==> src/rtl/spi_pkg.sv <==
// Shared types and constants for the parametrised SPI slave.
// Mode constants are {cpol, cpha}.
package spi_pkg;

  typedef enum logic [1:0] {
    IDLE     = 2'd0,
    LOAD     = 2'd1,
    SHIFT    = 2'd2,
    WORD_END = 2'd3
  } spi_state_e;

  localparam logic [1:0] SPI_MODE0 = 2'b00;
  localparam logic [1:0] SPI_MODE1 = 2'b01;
  localparam logic [1:0] SPI_MODE2 = 2'b10;
  localparam logic [1:0] SPI_MODE3 = 2'b11;

  localparam int DEF_DATA_W      = 8;
  localparam int DEF_SYNC_STAGES = 2;

endpackage

==> src/rtl/spi_sync_edge.sv <==
// Synchroniser for one asynchronous pin.
// Produces a level plus single-cycle rise/fall pulses from the last stage.
module spi_sync_edge
  import spi_pkg::*;
#(
  parameter int   SYNC_STAGES = DEF_SYNC_STAGES,
  parameter logic RST_VAL     = 1'b0
) (
  input  logic sys_clk,
  input  logic sys_rst_n,
  input  logic async_in,
  output logic level,
  output logic rise,
  output logic fall
);

  logic [SYNC_STAGES-1:0] sync_q, sync_d;
  logic                   dly_q, dly_d;

  always_comb begin
    sync_d = {sync_q[SYNC_STAGES-2:0], async_in};
    dly_d  = sync_q[SYNC_STAGES-1];
  end

  always_ff @(posedge sys_clk or negedge sys_rst_n) begin
    if (!sys_rst_n) begin
      sync_q <= {SYNC_STAGES{RST_VAL}};
      dly_q  <= RST_VAL;
    end else begin
      sync_q <= sync_d;
      dly_q  <= dly_d;
    end
  end

  assign level = sync_q[SYNC_STAGES-1];
  assign rise  = sync_q[SYNC_STAGES-1] & ~dly_q;
  assign fall  = ~sync_q[SYNC_STAGES-1] & dly_q;

endmodule

==> src/rtl/spi_slave_stream.sv <==
// Oversampling SPI slave with run-time CPOL/CPHA, any word width and
// back-to-back words under one chip select; valid/ready tx, pulsed rx.
module spi_slave_stream
  import spi_pkg::*;
#(
  parameter int DATA_W      = DEF_DATA_W,
  parameter int SYNC_STAGES = DEF_SYNC_STAGES,
  parameter bit LSB_FIRST   = 1'b0
) (
  input  logic              sys_clk,
  input  logic              sys_rst_n,
  input  logic              cfg_cpol,
  input  logic              cfg_cpha,
  input  logic              cs_n,
  input  logic              sclk,
  input  logic              mosi,
  output logic              miso,
  output logic              miso_oe,
  input  logic [DATA_W-1:0] tx_data,
  input  logic              tx_valid,
  output logic              tx_ready,
  output logic [DATA_W-1:0] rx_data,
  output logic              rx_valid,
  output logic              tx_underrun,
  output logic              frame_abort,
  output logic              busy
);

  localparam int               CNT_W    = $clog2(DATA_W + 1);
  localparam logic [CNT_W-1:0] CNT_FULL = CNT_W'(DATA_W);

  logic cs_lvl_unused, cs_rise, cs_fall;
  logic sclk_lvl_unused, sclk_rise, sclk_fall;
  logic mosi_s, mosi_rise_unused, mosi_fall_unused;

  spi_sync_edge #(.SYNC_STAGES(SYNC_STAGES), .RST_VAL(1'b1)) u_cs_sync (
    .sys_clk(sys_clk), .sys_rst_n(sys_rst_n), .async_in(cs_n),
    .level(cs_lvl_unused), .rise(cs_rise), .fall(cs_fall)
  );

  spi_sync_edge #(.SYNC_STAGES(SYNC_STAGES), .RST_VAL(1'b0)) u_sclk_sync (
    .sys_clk(sys_clk), .sys_rst_n(sys_rst_n), .async_in(sclk),
    .level(sclk_lvl_unused), .rise(sclk_rise), .fall(sclk_fall)
  );

  spi_sync_edge #(.SYNC_STAGES(SYNC_STAGES), .RST_VAL(1'b0)) u_mosi_sync (
    .sys_clk(sys_clk), .sys_rst_n(sys_rst_n), .async_in(mosi),
    .level(mosi_s), .rise(mosi_rise_unused), .fall(mosi_fall_unused)
  );

  spi_state_e        state_q, state_d;
  logic [CNT_W-1:0]  cnt_q, cnt_d;
  logic              cpol_q, cpol_d, cpha_q, cpha_d;
  logic              first_q, first_d;
  logic [DATA_W-1:0] tx_shift_q, tx_shift_d;
  logic [DATA_W-1:0] rx_shift_q, rx_shift_d;
  logic [DATA_W-1:0] rx_data_q, rx_data_d;
  logic              rx_valid_q, rx_valid_d;
  logic              frame_abort_q, frame_abort_d;
  logic              miso_q, miso_d;
  logic              miso_oe_q, miso_oe_d;

  logic              leading, trailing, sample_edge, shift_edge;
  logic [DATA_W-1:0] load_word, rx_insert;

  function automatic logic out_bit(input logic [DATA_W-1:0] w);
    return LSB_FIRST ? w[0] : w[DATA_W-1];
  endfunction

  function automatic logic [DATA_W-1:0] advance(input logic [DATA_W-1:0] w);
    return LSB_FIRST ? (w >> 1) : (w << 1);
  endfunction

  always_comb begin
    leading     = cpol_q ? sclk_fall : sclk_rise;
    trailing    = cpol_q ? sclk_rise : sclk_fall;
    sample_edge = cpha_q ? trailing : leading;
    shift_edge  = cpha_q ? leading : trailing;
    load_word   = tx_valid ? tx_data : '0;
    rx_insert   = LSB_FIRST ? {mosi_s, rx_shift_q[DATA_W-1:1]}
                            : {rx_shift_q[DATA_W-2:0], mosi_s};
  end

  always_comb begin
    state_d       = state_q;
    cnt_d         = cnt_q;
    cpol_d        = cpol_q;
    cpha_d        = cpha_q;
    first_d       = first_q;
    tx_shift_d    = tx_shift_q;
    rx_shift_d    = rx_shift_q;
    rx_data_d     = rx_data_q;
    rx_valid_d    = 1'b0;
    frame_abort_d = 1'b0;
    miso_d        = miso_q;
    miso_oe_d     = miso_oe_q;
    tx_ready      = 1'b0;
    tx_underrun   = 1'b0;

    // A chip-select release outranks any sclk edge seen in the same cycle.
    if (cs_rise && state_q != IDLE) begin
      state_d   = IDLE;
      cnt_d     = '0;
      miso_d    = 1'b0;
      miso_oe_d = 1'b0;
      if (cnt_q != '0 && cnt_q < CNT_FULL) frame_abort_d = 1'b1;
      if (state_q == WORD_END) begin
        rx_data_d  = rx_shift_q;
        rx_valid_d = 1'b1;
      end
    end else begin
      unique case (state_q)
        IDLE: begin
          miso_oe_d = 1'b0;
          if (cs_fall) begin
            cpol_d  = cfg_cpol;
            cpha_d  = cfg_cpha;
            cnt_d   = '0;
            first_d = 1'b1;
            state_d = LOAD;
          end
        end
        LOAD: begin
          tx_ready    = tx_valid;
          tx_underrun = ~tx_valid;
          miso_oe_d   = 1'b1;
          // With cpha=0 only the first word is pre-driven; later words get
          // their first bit from the trailing edge closing the previous word.
          if (!cpha_q && first_q) begin
            miso_d     = out_bit(load_word);
            tx_shift_d = advance(load_word);
          end else begin
            tx_shift_d = load_word;
          end
          state_d = SHIFT;
        end
        SHIFT: begin
          if (sample_edge) begin
            rx_shift_d = rx_insert;
            cnt_d      = cnt_q + CNT_W'(1);
            if (cnt_q + CNT_W'(1) == CNT_FULL) state_d = WORD_END;
          end else if (shift_edge) begin
            miso_d     = out_bit(tx_shift_q);
            tx_shift_d = advance(tx_shift_q);
          end
        end
        WORD_END: begin
          rx_data_d  = rx_shift_q;
          rx_valid_d = 1'b1;
          cnt_d      = '0;
          first_d    = 1'b0;
          state_d    = LOAD;
        end
        default: state_d = IDLE;
      endcase
    end
  end

  always_ff @(posedge sys_clk or negedge sys_rst_n) begin
    if (!sys_rst_n) begin
      state_q       <= IDLE;
      cnt_q         <= '0;
      cpol_q        <= 1'b0;
      cpha_q        <= 1'b0;
      first_q       <= 1'b0;
      tx_shift_q    <= '0;
      rx_shift_q    <= '0;
      rx_data_q     <= '0;
      rx_valid_q    <= 1'b0;
      frame_abort_q <= 1'b0;
      miso_q        <= 1'b0;
      miso_oe_q     <= 1'b0;
    end else begin
      state_q       <= state_d;
      cnt_q         <= cnt_d;
      cpol_q        <= cpol_d;
      cpha_q        <= cpha_d;
      first_q       <= first_d;
      tx_shift_q    <= tx_shift_d;
      rx_shift_q    <= rx_shift_d;
      rx_data_q     <= rx_data_d;
      rx_valid_q    <= rx_valid_d;
      frame_abort_q <= frame_abort_d;
      miso_q        <= miso_d;
      miso_oe_q     <= miso_oe_d;
    end
  end

  assign miso        = miso_q;
  assign miso_oe     = miso_oe_q;
  assign rx_data     = rx_data_q;
  assign rx_valid    = rx_valid_q;
  assign frame_abort = frame_abort_q;
  assign busy        = (state_q != IDLE);

endmodule

==> config.mk <==
export PLATFORM = sky130hd
export DESIGN_NAME = spi_slave_stream
export DESIGN_NICKNAME = d
export VERILOG_FILES = /design/src/rtl/spi_pkg.sv /design/src/rtl/spi_sync_edge.sv /design/src/rtl/spi_slave_stream.sv
export SDC_FILE = /design/constraint.sdc
export NUM_CORES = 1
export LEC_CHECK = 0
export CORE_UTILIZATION = 55
export CTS_CLUSTER_SIZE = 30
export DETAILED_ROUTE_END_ITERATION = 7
export PLACE_DENSITY = 0.81
export SYNTH_ARGS = -nofsm -noshare
export SYNTH_HDL_FRONTEND = slang
export SYNTH_SLANG_ARGS = --single-unit
==> constraint.sdc <==
create_clock -name sys_clk -period 4.16 [get_ports sys_clk]
set_input_delay 0.832 -clock sys_clk [delete_from_list [all_inputs] [get_ports sys_clk]]
set_output_delay 0.832 -clock sys_clk [all_outputs]
set_load 0.05 [all_outputs]
==> impl_metrics.yaml <==
timing:
  max-slew-margin-rel_pct: 35.1
  finalCritPeriodShare_pct: 82.9
  setup_viol: 0
  finalMaxSlewViolations: 0
  rsz0062_at_grt: "false"
  fmax_ghz: 0.290
  finalHoldViolCount: 0
  hold_slack_ns: 0.356
  fin_tns_setup_ns: 0
  finClkSkew_ns: 0.0101
  min_period_ns: 3.45
  worst_slack_ns: 0.711
  tightest_slew_ns: 0.974
power:
  total_power_mw: 1.85
  p_leak_nw: 1.13
  clkPwrFrac_pct: 18.5
  p_comb_share_pct: 46.1
  p_sw_mw: 0.757
  switching_share_pct: 40.9
  power.density_mw_per_mm2: 741
  internal-power_mw: 1.10
  p_seq_share_pct: 35.4
  ir_drop_mv: 0.478
finish:
  final_cell_area_sq_mm: 0.00250
  finish.utilization_pct: 72.1
  final_cell_mix: "dfrtp_1, clkdlybuf4s50_1, nor2_1, a21oi_1, mux2_2"
  final_common_cell: "dfrtp_1"
  final_nets: 233
  antenna-diode-count: 0
  area_growth_pct: 21.1
  finalNonFillerCells: 258
  drive_gt1_share_pct: 16.5
worst_setup_path:
  crit_chain: "inv_1 > ha_1 > or3b_2 > and3_1 > clkdlybuf4s50_1"
  crit_family: "simple AND/OR/NAND/NOR gates"
  critPathArrivalTime_ns: 2.62
  rrSetupSlack_ns: 1.58
  crit_type: "reg2out"
  worst_ep_required_time_ns: 3.33
  cp-start-kind: "flop"
  slowest_stage: "clkdlybuf4s50_1"
  end_kind: "output pin"
  worstPathMaxFanout: 9
  critPathMaxStageDelay_ns: 0.69
  path_buf_inv: 2
place:
  place_area_sq_mm: 0.00238
  place_ws_ns: 0.991
  io_buffers: 30
  dp.cells: 250
  place_congestion: 0.826
  dp_hpwl_mm: 2.66
floorplanning:
  die-height_microns: 63.3
  rows: 21
  coreArea_sq_mm: 0.00347
  start_util_pct: 59.5
  die_w_microns: 63.3
  ioPinCount: 31
  dieArea_sq_mm: 0.00400
run_status:
  status: "complete, no violations"
yosys:
  avgSynthCellArea_sq_um: 11.3
  synthCells: 182
  yosysSeqAreaShare_pct: 54.7
  yosys_warnings: 0
  syn_nets: 204
  syn_area_sq_mm: 0.00206
  ys_ff_latch: 45
  ys_types: 31
drt:
  viasPerCell: 5.53
  wl_met1_mm: 1.72
  wl_mm: 3.77
  wl_per_cell_microns: 14.6
  drt_drc_violations_left: 0
  wl_met3_microns: 143
  dr.max_layer_used: "met4"
  dr_wl_met2_mm: 1.83
  ant_nets: 0
  drt_iter0_drc: 112
  vias: 1427
  drtPass1Iterations: 6
clock_network:
  cts_buffers: 5
  hold_buffers: 0
  cts_resized: 0
  clock_path_buffers: 2
  root_buffer: "clkbuf_8"
  clk_latency_ns: 0.31
  postCtsSetupBuffers: 0
  cts_tree: "done"
  clock-sinks: 45
  h-tree-depth: 2
  path_clk_slew_ns: 0.09
hold_path:
  min_path_type: "reg2reg"
global_routing:
  grt_pass1_wl_mm: 6.46
  grt_pass1_vias: 1412
  antenna_found_initial: 0
  grt_use_total_pct: 21.4
  grt_start_max_net_pins: 46
  grt_overflow: 0
run:
  maxCapViolCount: 0
## logic make-up (layout without fill, tap and decap cells)
kind of cell	count (synthesis)	in the layout	share of synthesized area (%)
xor gates and xnor gates	2	2	0.849
DFF	45	45	54.7
adders and majority gates	6	6	3.64
AOI/OAI and AO/OA	35	35	10.8
buffers and inverters	15	45	2.91
muxes	29	29	15.4
and+or+nand+nor	50	50	11.7
## area by class of cell
type | instances | area, sq um
Clock buffer | 5 | 68.8
Clock inverter | 3 | 47.5
Fill cell | 269 | 968
Inverter | 7 | 26.3
Multi-Input combinational cell | 122 | 875
Sequential cell | 45 | 1130
Tap cell | 46 | 57.6
Timing Repair Buffer | 30 | 295
## worst register-to-register path: stages, from the launching register on
cell and delay [ns]:
dfrtp_1 0.42, inv_1 0.13, ha_1 0.66, nand2_1 0.19
nor2b_1 0.66, mux2_2 0.42
## Yosys cell counts (all sizes together)
cell / instances / area (sq um)
o21ai: 8 / 40.0
nand2: 8 / 30.0
xnor2: 2 / 17.5
a311oi: 1 / 8.76
nand2b: 3 / 18.8
a32o: 1 / 10.0
ha: 6 / 75.1
a2111oi: 1 / 27.5
and3: 1 / 6.26
nor3: 1 / 5.00
nand4b: 1 / 8.76
buf: 3 / 15.0
nand3: 4 / 20.0
mux2: 19 / 218
inv: 7 / 26.3
dfrtp: 42 / 1050
mux2i: 10 / 100
nor2b: 7 / 43.8
a41oi: 1 / 8.76
or3b: 1 / 8.76
a21oi: 19 / 95.1
o32ai: 1 / 8.76
or2: 2 / 12.5
nor2: 20 / 75.1
o41ai: 1 / 8.76
clkbuf: 5 / 18.8
o31ai: 1 / 7.51
dfstp: 3 / 78.8
o21bai: 1 / 7.51
and2: 2 / 12.5
## power groups by stage
stage	Sequential, mW	Combinational, mW	Clock, mW
after global placement	0.652	0.832	0
after global routing	0.671	0.931	0.363
after CTS	0.656	0.859	0.349
final	0.656	0.855	0.342
after detailed placement	0.665	0.855	0
after floorplan	0.767	0.533	0
## registers in the layout (all words and copies together), names as in the netlist
register	cells
u_mosi_sync.sync_q	2
frame_abort	1
cpha_q	1
rx_shift_q	8
u_cs_sync.sync_q	2
cnt_q	4
state_q	2
miso_oe	1
miso	1
tx_shift_q	8
cpol_q	1
u_cs_sync.dly_q	1
rx_data	8
u_sclk_sync.dly_q	1
rx_valid	1
first_q	1
u_sclk_sync.sync_q	2
## path summary, 6_finish.rpt
path | start | endpoint | cells past startpoint
setup reg to reg | state_q[0] | rx_shift_q[6] | 5
min in group asynchronous | sys_rst_n | cnt_q[2] | 1
hold reg to reg | u_sclk_sync.sync_q[0] | u_sclk_sync.sync_q[1] | 0
setup / recovery | state_q[1] | tx_ready | 5
max in group asynchronous | sys_rst_n | cnt_q[3] | 1
hold / removal | u_sclk_sync.sync_q[0] | u_sclk_sync.sync_q[1] | 0
## routing by layer
layer	vias up	global-route usage (%)
li1	686	-
met1	693	27.8
met2	39	33.9
met3	9	5.62
met4	0	9.09
met5	-	0
Power figures use the tool's default switching activity.
